[src/rtl/int_ctrl.sv]
// Push-button interrupt controller: synchronise and debounce four buttons, latch presses,
// and present the highest-priority unmasked one to the CPU, one at a time until RET.
module int_ctrl #(
  parameter logic [15:0] DEBOUNCE_CYCLES = 16'd50000,
  parameter logic [15:0] VEC_BASE        = 16'h0f80,
  parameter logic [15:0] VEC_STRIDE      = 16'h0020
) (
  input  logic        clk,
  input  logic        rst_n,
  input  logic [3:0]  buttons_raw,
  input  logic [3:0]  int_mask,
  input  logic        int_ack,
  input  logic        int_ret,
  output logic        int_req,
  output logic [1:0]  int_id,
  output logic [15:0] int_vector,
  output logic        int_active,
  output logic [3:0]  pending
);
  // state   | meaning
  // IDLE    | no request outstanding, waiting for an unmasked pending press
  // REQ     | int_req presented, id/vector frozen until int_ack
  // SERVICE | handler running, no new requests until int_ret
  typedef enum logic [1:0] {IDLE, REQ, SERVICE} state_t;

  localparam int CW = $clog2(DEBOUNCE_CYCLES) + 1;
  localparam logic [CW-1:0] CNT_LAST  = CW'(DEBOUNCE_CYCLES - 16'd1);
  localparam logic [15:0]   VEC_RESET = VEC_BASE + 16'd3 * VEC_STRIDE;

  function automatic logic [15:0] vec_of(input logic [1:0] id);
    return VEC_BASE + 16'(2'd3 - id) * VEC_STRIDE;
  endfunction

  logic [3:0]    sync_a, sync, stable, stable_d;
  logic [CW-1:0] cnt [4];
  logic [3:0]    cand, pending_nxt;
  logic [1:0]    sel, id_nxt;
  logic [15:0]   vec_nxt;
  logic          req_nxt, active_nxt, ack_take;
  state_t        state, state_nxt;

  always_ff @(posedge clk or negedge rst_n) begin
    if (!rst_n) begin
      sync_a   <= '0;
      sync     <= '0;
      stable   <= '0;
      stable_d <= '0;
      for (int i = 0; i < 4; i++) cnt[i] <= '0;
    end else begin
      sync_a   <= buttons_raw;
      sync     <= sync_a;
      stable_d <= stable;
      for (int i = 0; i < 4; i++) begin
        if (sync[i] == stable[i]) begin
          cnt[i] <= '0;
        end else if (cnt[i] == CNT_LAST) begin
          stable[i] <= ~stable[i];
          cnt[i]    <= '0;
        end else begin
          cnt[i] <= cnt[i] + 1'b1;
        end
      end
    end
  end

  assign cand = pending & ~int_mask;

  always_comb begin
    sel = 2'd0;
    for (int i = 0; i < 4; i++) if (cand[i]) sel = 2'(i);
  end

  always_comb begin
    state_nxt  = state;
    req_nxt    = int_req;
    id_nxt     = int_id;
    vec_nxt    = int_vector;
    active_nxt = int_active;
    ack_take   = 1'b0;
    case (state)
      IDLE: if (|cand) begin
        state_nxt = REQ;
        req_nxt   = 1'b1;
        id_nxt    = sel;
        vec_nxt   = vec_of(sel);
      end
      REQ: if (int_ack) begin
        state_nxt  = SERVICE;
        req_nxt    = 1'b0;
        active_nxt = 1'b1;
        ack_take   = 1'b1;
      end
      SERVICE: if (int_ret) begin
        state_nxt  = IDLE;
        active_nxt = 1'b0;
      end
      default: state_nxt = IDLE;
    endcase
  end

  // A fresh press landing on the ack edge must survive the clear.
  always_comb begin
    pending_nxt = pending;
    if (ack_take) pending_nxt[int_id] = 1'b0;
    pending_nxt = pending_nxt | (stable & ~stable_d);
  end

  always_ff @(posedge clk or negedge rst_n) begin
    if (!rst_n) begin
      state      <= IDLE;
      int_req    <= 1'b0;
      int_id     <= 2'd0;
      int_vector <= VEC_RESET;
      int_active <= 1'b0;
      pending    <= '0;
    end else begin
      state      <= state_nxt;
      int_req    <= req_nxt;
      int_id     <= id_nxt;
      int_vector <= vec_nxt;
      int_active <= active_nxt;
      pending    <= pending_nxt;
    end
  end
endmodule

[config.mk]
export PLATFORM = sky130hd
export DESIGN_NAME = int_ctrl
export DESIGN_NICKNAME = d
export VERILOG_FILES = /design/src/rtl/int_ctrl.sv
export SDC_FILE = /design/constraint.sdc
export NUM_CORES = 1
export LEC_CHECK = 0
export BUFFER_PORTS_ARGS = -buffer_cell sky130_fd_sc_hd__buf_4
export CORE_MARGIN = 3
export CORE_UTILIZATION = 50
export DETAILED_ROUTE_END_ITERATION = 10
export PLACE_DENSITY = 0.68
export RECOVER_POWER = 50
export SYNTH_ARGS = -nofsm -noshare
export SYNTH_HDL_FRONTEND = slang
export SYNTH_SLANG_ARGS = --single-unit
[constraint.sdc]
create_clock -name clk -period 3.7 [get_ports clk]
set_input_delay 0.185 -clock clk [delete_from_list [all_inputs] [get_ports clk]]
set_output_delay 0.185 -clock clk [all_outputs]
set_load 0.005 [all_outputs]
==> impl_metrics.py, run 1 <==
metrics = {
    "status": {
        "status": "finished with violations",
        "violations": "capacitance limit, slew limit",
    },
    "finish": {
        "seqCellArea_um2": 2400,
        "multiInputGateArea_um2": 1850,
        "finalInstanceArea_um2": 4870,
        "fin_cells": 579,
        "fin_util": 0.578,
        "final_cell_mix": "dfrtp_1 (94), nor2_1 (85), xnor2_1 (53)",
        "fillCellCount": 725,
        "drive_above_1_share": 0.0992,
        "final_nets": 485,
        "syn2layout_area_growth_pct": 9.76,
        "mostFrequentLayoutCell": "dfrtp_1",
        "insertedDiodeCount": 0,
    },
    "clock_network": {
        "cts.clk_slew.worst_paths_ps": 90,
        "clkSinkCount": 96,
        "clock_path_buffers": 2,
        "ctsHoldBuffers": 5,
        "cts.htree.levels": 3,
        "post_cts_buffers": 0,
        "clock_latency_ps": 350,
        "cts_buffers": 9,
        "cts_repair_resize_count": 0,
        "clockRootBuffer": "clkbuf_8",
        "cts_tree": "done",
    },
    "critical_path": {
        "startpoint_type": "flop",
        "arrival_ps": 2690,
        "worst-r2r-setup-slack_ps": 1210,
        "r2r-start": "cnt[5]$_DFF_PN0_",
        "crit_path_end_kind": "flop",
        "cp-endpoint": "cnt[11]$_DFF_PN0_",
        "worstRegToRegCells": 4,
        "worstSetupPathType": "reg2reg",
        "critPathMaxFanout": 17,
        "crit_start": "cnt[5]$_DFF_PN0_",
        "worstPathRequired_ps": 3900,
        "regToRegEndpoint": "cnt[11]$_DFF_PN0_",
    },
    "power_and_ir_drop": {
        "clockPowerShare": 0.289,
        "p_int_w": 0.00150,
        "pwr-share-comb": 0.133,
        "p_seq_frac": 0.579,
        "power_w": 0.00208,
        "ir_drop_uv": 312,
        "p_sw_frac": 0.275,
        "cellPowerDensity_nw_per_um2": 426,
        "p_sw_w": 0.000572,
        "p_leak_nw": 2.01,
    },
    "timing": {
        "rsz0062_at_grt": "false",
        "period_share": 0.673,
        "slew_headroom": -0.167,
        "hold_viol_final": 0,
        "fmax_mhz": 402,
        "finalSetupViolations": 0,
        "fin_skew_ps": 11.0,
        "tns_ps": 0,
        "tightestPinTransition_ps": 1750,
        "slew_viol_final": 73,
        "fin_crit_ps": 2490,
    },
    "die": {
        "rows": 33,
        "die_w_um": 100,
        "start_util": 0.527,
        "io_pins": 36,
        "die-area_um2": 10000,
        "core_area_um2": 8420,
        "die_height_um": 100,
    },
    "placement": {
        "place_hpwl_um": 5230,
        "place_inst": 558,
        "portBuffers": 21,
        "placed_area_um2": 4660,
        "routabilityCongestion": 0.799,
    },
    "yosys": {
        "synth_edf_count": 0,
        "synth_seq_cells": 96,
        "synth_warnings": 0,
        "synthArstFlopShare": 1.00,
        "ys_seq_area_frac": 0.542,
        "synth.avg_cell_area_um2": 10.1,
        "yosysUniqueCellTypes": 35,
        "synthCells": 437,
        "synthFlopType": "dfrtp_1",
        "syn_area_um2": 4440,
    },
    "route": {
        "num_vias": 3006,
        "totalWireLength_um": 7700,
        "viasPerCell": 5.19,
        "firstDrtPassIters": 4,
        "wire_per_inst_um": 13.3,
        "ant_nets": 0,
        "drc": 0,
        "drt_iter0_markers": 121,
    },
    "grt": {
        "grt.overflow.total": 0,
        "grt_pass1_wl_um": 13700,
        "grt_pass1_vias": 2959,
        "grtUsageTotal": 0.168,
        "antenna_found_initial": 0,
        "grt_max_degree": 73,
    },
    "hold_path": {
        "hp-class": "in2reg",
    },
    "run": {
        "cap_violations": 1,
    },
}
-- cell type report --
class | instances | share of cell area
Clock inverter | 6 | 0.00900
Tap cell | 105 | 0.0270
Timing Repair Buffer | 30 | 0.0460
Sequential cell | 96 | 0.494
Inverter | 24 | 0.0185
Multi-Input combinational cell | 308 | 0.379
Clock buffer | 10 | 0.0262
-- logic make-up after synthesis --
family          after synthesis  synth area share
mux                           4            0.0102
xor+xnor                     61             0.120
other cells                   2           0.00169
flops                        96             0.542
compound gates               28            0.0499
fa+ha+maj                     4            0.0113
buf+inv                      45            0.0516
simple gates                197             0.213
-- Yosys cell counts, types with 3 or more instances --
master	n	area, µm²
dfrtp_1	94	2350
nor2_1	85	319
xnor2_1	53	464
inv_1	24	90.1
nand3_1	22	110
nor4_1	22	138
nand2_1	20	75.1
nand4_1	19	119
buf_4	14	105
nor3_1	12	60.1
o21ai_0	9	45.0
xor2_1	8	70.1
a21oi_1	6	30.0
clkbuf_1	6	22.5
or3_1	6	37.5
ha_1	4	50.1
mux2_2	4	45.0
nor2b_1	4	25.0
o31ai_1	4	30.0
o41ai_2	3	48.8
-- per-layer routing --
| layer | vias to the layer above | global-route usage | part of all wire | wire length, µm |
|---|---|---|---|---|
| li1 | 1519 | - | - | - |
| met1 | 1432 | 0.235 | 0.47 | 3620 |
| met2 | 49 | 0.258 | 0.48 | 3720 |
| met3 | 6 | 0.0410 | 0.037 | 288 |
| met4 | 0 | 0.0549 | 0.0097 | 75 |
| met5 | - | 0 | 0 | 0 |
-- critical path: stages, from the launching register on --
cell	delay, ps
dfrtp_1	440
or4b_1	530
or4_4	510
o41ai_4	740
nor2_1	120
-- state kept, by name, indices dropped and copies added, names as in the netlist --
name and count:
int_req 1, stable_d 4, int_vector 2, sync_a 4, pending 4, int_id 2, stable 4, sync 4
int_active 1, cnt 68, state 2
-- power groups by stage --
stage | Clock [W] | Combinational [W] | Sequential [W]
floorplan | 0 | 0.000150 | 0.00121
global placement | 0 | 0.000287 | 0.00122
CTS | 0.000625 | 0.000298 | 0.00121
detailed placement | 0 | 0.000291 | 0.00123
finish | 0.000599 | 0.000275 | 0.00120
global route | 0.000665 | 0.000317 | 0.00121
-- worst min-delay path by stage --
stage | start | endpoint | slack (ps) | depth (start not counted)
2_1_floorplan | rst_n | cnt[0]$_DFF_PN0_ | -110 | 0
3_3_place_gp | buttons_raw[1] | sync_a[1]$_DFF_PN0_ | 300 | 1
3_5_place_dp | buttons_raw[1] | sync_a[1]$_DFF_PN0_ | 300 | 1
4_1_cts | int_ret | state[1]$_DFFE_PN0P_ | 20 | 2
5_1_grt | int_ret | state[1]$_DFFE_PN0P_ | 30 | 2
6_report | int_ret | state[1]$_DFFE_PN0P_ | 40 | 2
-- stage by stage --
stage               worst slack (ps)  hold WS [ps]
floorplan                       1560          -111
global placement                1270           295
detailed placement              1210           296
CTS                             1190          15.4
global route                    1040          29.3
finish                          1210          37.3
(Power assumes the default switching activity.)
==> run 2, diff against run 1 <==
--- a/config.mk
+++ b/config.mk
@@ -9,7 +9,7 @@
 export CORE_MARGIN = 3
 export CORE_UTILIZATION = 50
 export DETAILED_ROUTE_END_ITERATION = 10
-export PLACE_DENSITY = 0.68
+export PLACE_DENSITY = 0.71
 export RECOVER_POWER = 50
 export SYNTH_ARGS = -nofsm -noshare
 export SYNTH_HDL_FRONTEND = slang
==> constraint.sdc (replaced) <==
create_clock -name clk -period 2.1 [get_ports clk]
set_input_delay 0.105 -clock clk [delete_from_list [all_inputs] [get_ports clk]]
set_output_delay 0.105 -clock clk [all_outputs]
set_load 0.005 [all_outputs]
==> run 2 against run 1 <==
The flow now finishes without violations. Via count is 4.3% higher. Die area did not move. Worst setup slack got worse by 1200 ps. Critical endpoint unchanged. Non-clock buffer count increased by 17. Critical path depth up 1. Clock power increased by 110%. Wire length increased by 2.1%. Critical path type unchanged. First-iteration DRC count is 35% lower. Combinational power rose by 96%.
==> impl_metrics.py, run 2 (synthesis results as in run 1) <==
metrics = {
    "power_and_ir_drop": {
        "ir_drop_uv": 452,
        "cellPowerDensity_nw_per_um2": 773,
        "clockPowerShare": 0.318,
        "p_seq_frac": 0.543,
        "p_int_w": 0.00286,
        "p_leak_nw": 2.11,
        "p_sw_w": 0.00104,
        "p_sw_frac": 0.267,
        "pwr-share-comb": 0.138,
    },
    "route": {
        "firstDrtPassIters": 4,
        "drt_iter0_markers": 79,
        "totalWireLength_um": 7870,
        "drc": 0,
        "num_vias": 3134,
        "wire_per_inst_um": 13.2,
        "viasPerCell": 5.26,
        "ant_nets": 0,
    },
    "finish": {
        "fin_util": 0.600,
        "top_register": "cnt",
        "insertedDiodeCount": 0,
        "fin_cells": 596,
        "final_nets": 502,
        "mostFrequentLayoutCell": "dfrtp_1",
        "largest_reg_flops": 68,
        "final_cell_mix": "dfrtp_1 (94), nor2_1 (85), xnor2_1 (53)",
        "syn2layout_area_growth_pct": 13.9,
        "drive_above_1_share": 0.136,
    },
    "critical_path": {
        "critPathMaxFanout": 6,
        "worstSetupPathType": "reg2reg",
        "arrival_ps": 2330,
        "startpoint_type": "flop",
        "worstPathRequired_ps": 2340,
        "crit_path_end_kind": "flop",
    },
    "grt": {
        "grt.overflow.total": 0,
        "grtUsageTotal": 0.169,
        "grt_pass1_vias": 3046,
        "grt_pass1_wl_um": 13800,
        "grt_max_degree": 46,
        "antenna_found_initial": 0,
    },
    "timing": {
        "rsz0062_at_grt": "true",
        "finalSetupViolations": 0,
        "fmax_mhz": 479,
        "fin_skew_ps": 10.3,
        "tns_ps": 0,
        "hold_viol_final": 0,
        "tightestPinTransition_ps": 1100,
        "period_share": 0.993,
        "slew_viol_final": 0,
        "fin_crit_ps": 2090,
        "slew_headroom": 0.267,
    },
    "die": {
        "core_area_um2": 8420,
        "start_util": 0.527,
        "die-area_um2": 10000,
        "die_height_um": 100,
        "die_w_um": 100,
        "rows": 33,
        "io_pins": 36,
    },
    "placement": {
        "routabilityCongestion": 0.842,
        "portBuffers": 21,
        "place_hpwl_um": 5440,
        "place_inst": 572,
    },
    "status": {
        "status": "finished, final reports clean",
    },
    "clock_network": {
        "post_cts_buffers": 0,
        "cts.clk_slew.worst_paths_ps": 100,
        "clkSinkCount": 96,
        "cts_tree": "done",
        "cts_buffers": 9,
        "clock_path_buffers": 2,
        "cts.htree.levels": 3,
        "clockRootBuffer": "clkbuf_8",
        "clock_latency_ps": 350,
    },
    "hold_path": {
        "hp-class": "in2reg",
    },
    "run": {
        "cap_violations": 0,
    },
}
[run 2: path summary, 6_finish.rpt]
kind,start,to,slack [ps],cells past startpoint
max,cnt[16]$_DFF_PN0_,cnt[11]$_DFF_PN0_,10,5
min,int_mask[2],int_vector[5]$_DFFE_PN1P_,180,4
max reg2reg,cnt[16]$_DFF_PN0_,cnt[11]$_DFF_PN0_,10,5
min reg2reg,sync_a[1]$_DFF_PN0_,sync[1]$_DFF_PN0_,360,0
max in group asynchronous,rst_n,cnt[67]$_DFF_PN0_,540,3
min in group asynchronous,rst_n,cnt[28]$_DFF_PN0_,210,2
[run 2: worst max-delay path, cell delays in order, from the launching register on]
cell,delay (ps)
dfrtp_1,400
or4b_1,520
or4_4,460
o41ai_4,320
buf_4,210
nor2_1,50
[run 2: metal layers]
layer / routed length, µm / vias up / track usage
met5: 0 / - / 0
met4: 120 / 0 / 0.0694
met3: 273 / 9 / 0.0292
met2: 3580 / 56 / 0.262
met1: 3900 / 1519 / 0.236
li1: - / 1550 / -
[run 2: cell type report]
cell class	instances	area [µm²]
tap	105	131
inverter	24	90.1
clock inverter	5	62.6
multi-input combinational	308	1850
timing repair buffer	47	368
clock buffer	11	141
sequential	96	2400
fill	716	3370
[run 2: timing repair]
action | 4_1_cts | 5_1_grt
endpoints found under the setup margin | 0 | 12
hold buffers | 7 | 0
endpoints found under the hold margin | 35 | 0
resized for setup | 0 | 3
[run 2: stage by stage]
step           area, µm²  hold WS [ps]  worst slack (ps)  total power (W)
2_1_floorplan       4480          -191             -14.5          0.00240
3_3_place_gp        4780          65.5              70.6          0.00267
3_5_place_dp        4780          67.2              29.8          0.00269
4_1_cts             5050           147              8.87          0.00397
5_1_grt             5050           173             -34.2          0.00412
6_report            5050           183              13.9          0.00390
[run 2: power by group through the flow]
stage / registers [W] / logic, W / clock network, W
after floorplan: 0.00213 / 0.000264 / 0
after global placement: 0.00215 / 0.000522 / 0
final: 0.00212 / 0.000540 / 0.00124
after CTS: 0.00212 / 0.000552 / 0.00130
after global routing: 0.00214 / 0.000613 / 0.00136
after detailed placement: 0.00216 / 0.000537 / 0
